$ cat config.mk
export PLATFORM = sky130hd
export DESIGN_NAME = serial_deserializer
export DESIGN_NICKNAME = d
export VERILOG_FILES = /design/src/rtl/shift_pkg.sv /design/src/rtl/serial_deserializer.sv
export SDC_FILE = /design/constraint.sdc
export NUM_CORES = 1
export LEC_CHECK = 0
export CAP_MARGIN = 20
export CELL_PAD_IN_SITES_DETAIL_PLACEMENT = 0
export CELL_PAD_IN_SITES_GLOBAL_PLACEMENT = 1
export CORE_ASPECT_RATIO = 1.1
export CORE_MARGIN = 2
export CORE_UTILIZATION = 38
export CTS_CLUSTER_DIAMETER = 80
export DETAILED_ROUTE_END_ITERATION = 8
export GPL_TIMING_DRIVEN = 0
export MAX_ROUTING_LAYER = met4
export PLACE_DENSITY_LB_ADDON = 0.08
export SLEW_MARGIN = 20
export SYNTH_ARGS = -nofsm -noshare
export SYNTH_HDL_FRONTEND = slang
export SYNTH_SLANG_ARGS = --single-unit
$ cat constraint.sdc
create_clock -name clk -period 1.7 [get_ports clk]
set_input_delay 0.34 -clock clk [delete_from_list [all_inputs] [get_ports clk]]
set_output_delay 0.34 -clock clk [all_outputs]
set_load 0.1 [all_outputs]
$ cat src/rtl/shift_pkg.sv
// shift_pkg: shared constants and types for the gpu2d serial shift datapath.
// Provides SHIFT_WIDTH_DEFAULT and the deserializer output-buffer state enum.
package shift_pkg;
  localparam int SHIFT_WIDTH_DEFAULT = 8;
  typedef enum logic {DESER_EMPTY, DESER_FULL} deser_state_t;
endpackage

$ cat src/rtl/serial_deserializer.sv
// serial_deserializer: LSB-first serial-to-parallel converter with a one-word valid/ready output buffer.
// Optional macro SERIAL_DESERIALIZER_SYNC_EN adds the sync port for word realignment.
// Ports: clk; rst_n (sync, active-low); bit_in/bit_valid serial input; [sync];
//        out/out_valid/out_ready word handshake; overflow sticky dropped-word flag.
module serial_deserializer
  import shift_pkg::*;
#(
  parameter int N = SHIFT_WIDTH_DEFAULT,
  parameter int COUNTER_WIDTH = $clog2(N)
) (
  input  logic         clk,
  input  logic         rst_n,
  input  logic         bit_in,
  input  logic         bit_valid,
`ifdef SERIAL_DESERIALIZER_SYNC_EN
  input  logic         sync,
`endif
  output logic [N-1:0] out,
  output logic         out_valid,
  input  logic         out_ready,
  output logic         overflow
);
  logic [COUNTER_WIDTH-1:0] counter;
  logic [N-1:0] shreg, word;
  logic clr, done, load, drop;
  deser_state_t state, state_nx;
`ifdef SERIAL_DESERIALIZER_SYNC_EN
  assign clr = sync;
`else
  assign clr = 1'b0;
`endif
  assign word = {bit_in, shreg[N-1:1]};
  // a sync restart discards the partial word, so it can never complete one
  assign done = bit_valid && !clr && counter == COUNTER_WIDTH'(N-1);
  always_ff @(posedge clk)
    if (!rst_n) begin
      counter <= '0;
      shreg <= '0;
    end else if (clr) begin
      counter <= bit_valid ? COUNTER_WIDTH'(1) : '0;
      shreg <= bit_valid ? {bit_in, {(N-1){1'b0}}} : '0;
    end else if (bit_valid) begin
      counter <= counter == COUNTER_WIDTH'(N-1) ? '0 : counter + 1'b1;
      shreg <= word;
    end
  assign out_valid = state == DESER_FULL;
  // a new word may enter when the buffer is empty or is being drained this cycle
  always_comb begin
    load = done && (state == DESER_EMPTY || out_ready);
    drop = done && state == DESER_FULL && !out_ready;
    state_nx = load ? DESER_FULL : (state == DESER_FULL && out_ready) ? DESER_EMPTY : state;
  end
  always_ff @(posedge clk)
    if (!rst_n) begin
      state <= DESER_EMPTY;
      out <= '0;
      overflow <= 1'b0;
    end else begin
      state <= state_nx;
      out <= load ? word : out;
      overflow <= overflow | drop;
    end
endmodule

==> summary.txt, run 1 <==
Logic synthesis
  – Seq/Total Area, Yosys: 0.4819
  – Post-synthesis cell count: 80
  – Mapped Area: 830.8 um^2
  – Share of the synthesized area in the top cell type: 0.4819
  – Yosys Warn Count: 0
  – Synth async-reset ratio: 0
  – Area contributors post-synth: dfxtp_1 (48%), mux2i_1 (20%), nand2_1 (7.7%), nor2b_1 (6.8%), ha_1 (3.0%)
  – Synthesized area per cell: 10.38 um^2
  – Top cells by count, synth: dfxtp_1 (20), mux2i_1 (17), nand2_1 (17)
  – Ys flop type: dfxtp_1
  – Yosys top cell by area: dfxtp_1
  – Dominant cell by count in the synthesized netlist: dfxtp_1
  – Synth unique cells: 19
  – Number of flops mapped to enable cells by yosys: 0
  – Synthesized flop and latch total: 20
  – Syn nets: 87

Power and ir drop
  – Leak: 0.0003949 uW
  – Max VDD drop: 0.3689 mV
  – Pwr dens: 773.0 nW/um^2

Placement
  – Placer Congestion: 0.6593
  – PortBufs: 13
  – Placed insts: 121
  – DP Wirelength: 923.1 um
  – Dpl ws: -0.1403 ns

Final layout
  – Final Non-Filler Cells: 125
  – Area growth from synthesis to layout: 25.75%
  – Nets: 105
  – Filler cell count: 208
  – N_diodes: 0
  – Share of layout cells above drive strength 1: 0.2165

Setup path
  – Critical-path cell list: clkdlybuf4s15_2
  – Critical path launch point: out_valid
  – CP Class: flip-flop to output pin
  – CP required: 1.36 ns
  – Crit path max-delay cell type: clkdlybuf4s15_2
  – CP Capture Type: output pin
  – Critical path data arrival time: 1.25 ns
  – Worst path top cell family by delay: buffers and inverters
  – WP buf/inv: 1
  – Max incr delay on CP: 0.57 ns
  – Crit start category: flip-flop
  – CP Max Fanout: 2
  – Critical R2R Launch: counter[0]

Clock tree
  – Clk root buf: clkbuf_4
  – Worst skew pair latency: 0.30 ns
  – Num CTS Buffers: 3
  – CTS Hold Bufs: 0
  – Clock Path Buffers: 2
  – CTS tree: built
  – H-tree Lvls: 1
  – CTS clk-pin slew, worst paths: 0.11 ns
  – Clk sinks: 20

Detailed routing
  – Vias: 541
  – Starting DRT DRC Count: 8
  – Avg WL per Cell: 10.63 um
  – Router iterations before antenna repair: 4
  – Via density per instance: 4.328
  – Drt drc: 0
  – Total wire length: 1329 um
  – Antenna viol nets, final: 0

STA
  – Setup Skew: 0.005048 ns
  – Fin. Hold Viols: 0
  – Final min period: 1.593 ns
  – Count of final setup violators: 0
  – Worst-Margin Slew: 0.5517 ns
  – Final Cycle Share: 0.9372
  – Slew Viols, Final: 0
  – Slew HR: 0.6339
  – Final setup margin: 0.1068 ns
  – RSZ-0062 raised after global routing: no
  – WHS: 0.3543 ns
  – Fmax: 627.7 MHz

Die
  – I/O pin count: 15
  – Core area: 2042 um^2
  – Die height: 53.04 um
  – Die area: 2577 um^2
  – Die width: 48.58 um
  – Starting density of the core: 0.4069
  – # rows: 17

Global routing
  – Largest net degree at the start of global routing: 12
  – GR Util All Layers: 0.1245
  – Vias in the first global route: 502
  – Initial antenna violation count: 0
  – GRT overflow: 0
  – First-pass GRT wire length: 2290 um

Worst hold path
  – Worst Hold Launch: rst_n
  – Worst Hold Class: primary input to flip-flop

Run status
  – Outcome: finished clean

Flow run
  – Max_cap viols: 0
-- worst reg2reg max path: cells and delay by family (launching register included) --
family | cells | cell delay (ns)
adders and majority gates | 2 | 0.36
buffers and inverters | 1 | 0.15
DFF | 1 | 0.37
muxes | 1 | 0.18
and+or+nand+nor | 2 | 0.23
-- metal layers --
layer  track usage  vias up  wire length [um]
met3       0.01977        2                65
met5             -        -                 0
met2        0.1852        9               583
met1        0.1579      236               671
li1              -      294                 -
met4       0.08571        0                 8
-- stage by stage --
stage	cell area, um^2	TNS (ns)	total power (uW)	util
2_1_floorplan	830.8	0	527.5	-
6_report	1045	0	807.6	0.5116
3_3_place_gp	996.0	-0.7939	544.3	0.4877
3_5_place_dp	996.0	-0.7991	544.9	0.4877
4_1_cts	1045	0	823.5	0.5116
5_1_grt	1045	0	848.5	0.5116
-- layout make-up --
| class | instances | area [um^2] | share of cell area |
|---|---|---|---|
| flip-flops and latches | 20 | 400.4 | 0.3832 |
| repair buffers | 13 | 142.6 | 0.1365 |
| multi-input cells | 54 | 384.1 | 0.3677 |
| plain buffers | 5 | 42.54 | 0.04072 |
| inverters | 1 | 3.754 | 0.003593 |
| well taps | 28 | 35.03 | 0.03353 |
| clock buffers | 4 | 36.28 | 0.03473 |
-- report_power, final --
part / internal [uW] / switching (uW) / total (uW) / leakage, uW
combinational: 28.1 / 24.9 / 53.0 / 0.000212
sequential: 476 / 4.62 / 480 / 0.000162
clock: 130 / 144 / 274 / 0.0000210
total: 634 / 173 / 808 / 0.000395
-- state kept, by name, summed over array words and instances, names as in the netlist --
signal,flops
out,8
shreg,7
counter,3
out_valid,1
overflow,1
-- final timing paths --
check | slack, ns | to | cells after the start
min reg2reg | 0.46 | out[5] | 2
max reg2reg | 0.35 | out[6] | 6
max | 0.11 | out_valid | 1
min | 0.35 | out[0] | 3
-- cells in the final DEF, fill, tap and decap left out --
cell / instances
a21boi_0: 1
and2_1: 1
buf_2: 1
buf_4: 1
buf_6: 1
buf_8: 1
clkbuf_1: 1
clkbuf_4: 3
clkbuf_8: 1
clkdlybuf4s15_2: 10
clkdlybuf4s50_1: 3
dfxtp_1: 20
ha_1: 2
inv_1: 1
mux2i_1: 17
nand2_1: 17
nand2_2: 1
nand2b_4: 1
nor2_1: 2
nor2b_1: 9
nor2b_4: 1
o21a_1: 1
o22ai_1: 1
-- cells by family (layout without fill, tap and decap cells) --
| logic type | count (synthesis) | after routing | share of synthesized area |
|---|---|---|---|
| and+or+nand+nor | 32 | 32 | 0.2018 |
| DFF | 20 | 20 | 0.4819 |
| muxes | 17 | 17 | 0.2048 |
| buffers and inverters | 6 | 23 | 0.05571 |
| AOI/OAI and AO/OA | 3 | 3 | 0.02561 |
| adders and majority gates | 2 | 2 | 0.03012 |
-- what timing repair did --
item | CTS | global route
setup buffers | 0 | 0
setup endpoints to repair | 10 | 0
resized for setup | 30 | 0
Note: power is estimated with default switching activity, not from simulation.
==> run 2: changes to the inputs <==
CORE_UTILIZATION = 41   (was 38)
clock period = 2.05 ns   (was 1.7 ns; I/O delays follow)
==> summary.txt, run 2 (same netlist as run 1, synthesis figures left out) <==
Run status
  – Outcome: finished clean

Power and ir drop
  – Pwr dens: 734.2 nW/um^2 (-5.0%)
  – Max VDD drop: 0.3836 mV (+4.0%)
  – Leak: 0.0004472 uW (+13%)

Global routing
  – First-pass GRT wire length: 2290 um (unchanged)
  – GR Util All Layers: 0.1393 (+0.01475)
  – GRT overflow: 0 (unchanged)
  – Vias in the first global route: 509 (+1.4%)
  – Largest net degree at the start of global routing: 13 (+1)
  – Initial antenna violation count: 0 (unchanged)

Setup path
  – CP Max Fanout: 2 (unchanged)
  – Reg2reg path depth: 6 (unchanged)
  – Critical path data arrival time: 1.55 ns (+0.30 ns)
  – WP buf/inv: 1 (unchanged)
  – CP required: 1.64 ns (+0.28 ns)
  – Critical-path cell list: dlygate4sd2_1
  – Max incr delay on CP: 0.87 ns (+0.30 ns)
  – Crit path max-delay cell type: dlygate4sd2_1
  – CP Capture Type: output pin
  – Worst path top cell family by delay: buffers and inverters
  – R2R Path End: out[7]
  – Critical Path Sink: out_valid
  – CP Class: flip-flop to output pin
  – Worst path depth: 1 (unchanged)
  – Critical path launch point: out_valid
  – Crit start category: flip-flop
  – FF-to-FF setup slack: 0.70 ns (+0.35 ns)
  – Critical R2R Launch: counter[0]

Final layout
  – Nets: 105 (unchanged)
  – Combined area of the multi-input logic cells: 384.1 um^2 (unchanged)
  – Top reg by flops: out
  – Max FFs per register: 8 (unchanged)
  – Commonest non-fill, non-tap cells in the layout: dfxtp_1 (20), nand2_1 (17), mux2i_1 (17)
  – Biggest registers after layout: out (8), shreg (7), counter (3)
  – Seq. cell area: 400.4 um^2 (unchanged)
  – N_diodes: 0 (unchanged)
  – Area growth from synthesis to layout: 24.70%
  – Final core area utilization: 0.5294 (+0.01777)
  – Filler cell count: 200 (-3.8%)
  – Final Non-Filler Cells: 125 (unchanged)
  – Commonest non-fill, non-tap cell in the layout: dfxtp_1
  – Share of layout cells above drive strength 1: 0.1134 (-0.1031)

STA
  – Final min period: 1.960 ns
  – Slew Viols, Final: 0 (unchanged)
  – Fmax: 510.2 MHz
  – RSZ-0062 raised after global routing: no
  – Final setup margin: 0.09008 ns (-0.01675 ns)
  – Worst-Margin Slew: 0.9543 ns (+0.4026 ns)
  – Setup tns final: 0 ns (unchanged)
  – Slew HR: 0.3663 (-0.2676)
  – Final Cycle Share: 0.9561
  – Count of final setup violators: 0 (unchanged)
  – Fin. Hold Viols: 0 (unchanged)
  – Setup Skew: 0.004539 ns (-0.0005088 ns)

Detailed routing
  – Via density per instance: 4.480 (+3.5%)
  – Starting DRT DRC Count: 8 (unchanged)
  – Avg WL per Cell: 10.66 um (+0.30%)
  – Vias: 560 (+3.5%)
  – Drt drc: 0 (unchanged)
  – Antenna viol nets, final: 0 (unchanged)
  – Total wire length: 1333 um (+0.30%)
  – Router iterations before antenna repair: 4 (unchanged)

Worst hold path
  – Worst Hold Class: primary input to flip-flop

Die
  – Die height: 51.21 um (-3.5%)
  – Core area: 1957 um^2 (-4.2%)
  – Die width: 46.92 um (-3.4%)
  – Die area: 2403 um^2 (-6.7%)
  – # rows: 17 (unchanged)
  – I/O pin count: 15 (unchanged)
  – Starting density of the core: 0.4246 (+0.01769)

Clock tree
  – CTS tree: built
  – Clk sinks: 20 (unchanged)
  – CTS clk-pin slew, worst paths: 0.12 ns (about the same)
  – H-tree Lvls: 1 (unchanged)
  – Worst skew pair latency: 0.29 ns (about the same)
  – CTS Hold Bufs: 0 (unchanged)
  – Clock Path Buffers: 2 (unchanged)
  – Num CTS Buffers: 3 (unchanged)
  – Clk root buf: clkbuf_4

Placement
  – PortBufs: 13 (unchanged)
  – Placed insts: 121 (unchanged)
  – Placer Congestion: 0.6683 (+1.4%)
  – Dpl ws: 0.1289 ns (+0.2691 ns)

Flow run
  – Max_cap viols: 0 (unchanged)
-- run 2: cell count changes in the layout (fill, tap and decap cells not counted) --
cell | previous run | this run
clkdlybuf4s15_2 | 10 | 0
dlygate4sd2_1 | 0 | 10
bufinv_16 | 0 | 1
clkbuf_8 | 1 | 0
-- run 2: timing repair --
| action | 4_1_cts | 5_1_grt |
|---|---|---|
| setup endpoints to repair | 10 | 0 |
| resized for setup | 10 | 0 |
| buffers inserted | 0 | 0 |
-- run 2: how the worst min path moves through the flow --
stage | to | slack (ns) | cells past startpoint | from
after floorplan | out[0] | 0.44 | 2 | shreg[1]
after global placement | out[6] | 0.44 | 2 | out[6]
after detailed placement | out[4] | 0.45 | 2 | out[4]
after CTS | out[5] | 0.41 | 3 | rst_n
after global routing | out[4] | 0.41 | 3 | rst_n
final | out[5] | 0.42 | 3 | rst_n
-- run 2: routing by layer --
metal,part of all wire,GRT usage
met5,0,-
met3,0.036,0.04240
met1,0.53,0.1908
met4,0.0098,0.05556
met2,0.43,0.1895
-- run 2: final cells by class --
class,instances,share of cell area
inverter,1,0.003623
clock buffer,3,0.02174
buffer,5,0.04106
timing repair buffer,13,0.1135
sequential,20,0.3865
clock inverter,1,0.02899
tap,28,0.03382
multi-input combinational,54,0.3708
-- run 2: worst reg2reg max path: cells and delay by family, from the launching register on --
family	cells	cell delay, ns
simple gates	2	0.23
mux	1	0.17
buf+inv	1	0.14
fa+ha+maj	2	0.38
flops	1	0.37
-- run 2: report_power, final --
group	switching [uW]	total, uW	internal (uW)
clock	121	318	197
combinational	20.4	43.9	23.4
sequential	4.13	399	394
-- run 2: metrics by stage --
stage | hold slack [ns] | power [uW] | cell area [um^2]
global placement | 0.4417 | 450.7 | 996.0
global route | 0.4120 | 799.4 | 1036
detailed placement | 0.4474 | 452.3 | 996.0
finish | 0.4204 | 760.7 | 1036
floorplan | 0.4374 | 437.4 | 830.8
CTS | 0.4070 | 775.6 | 1036
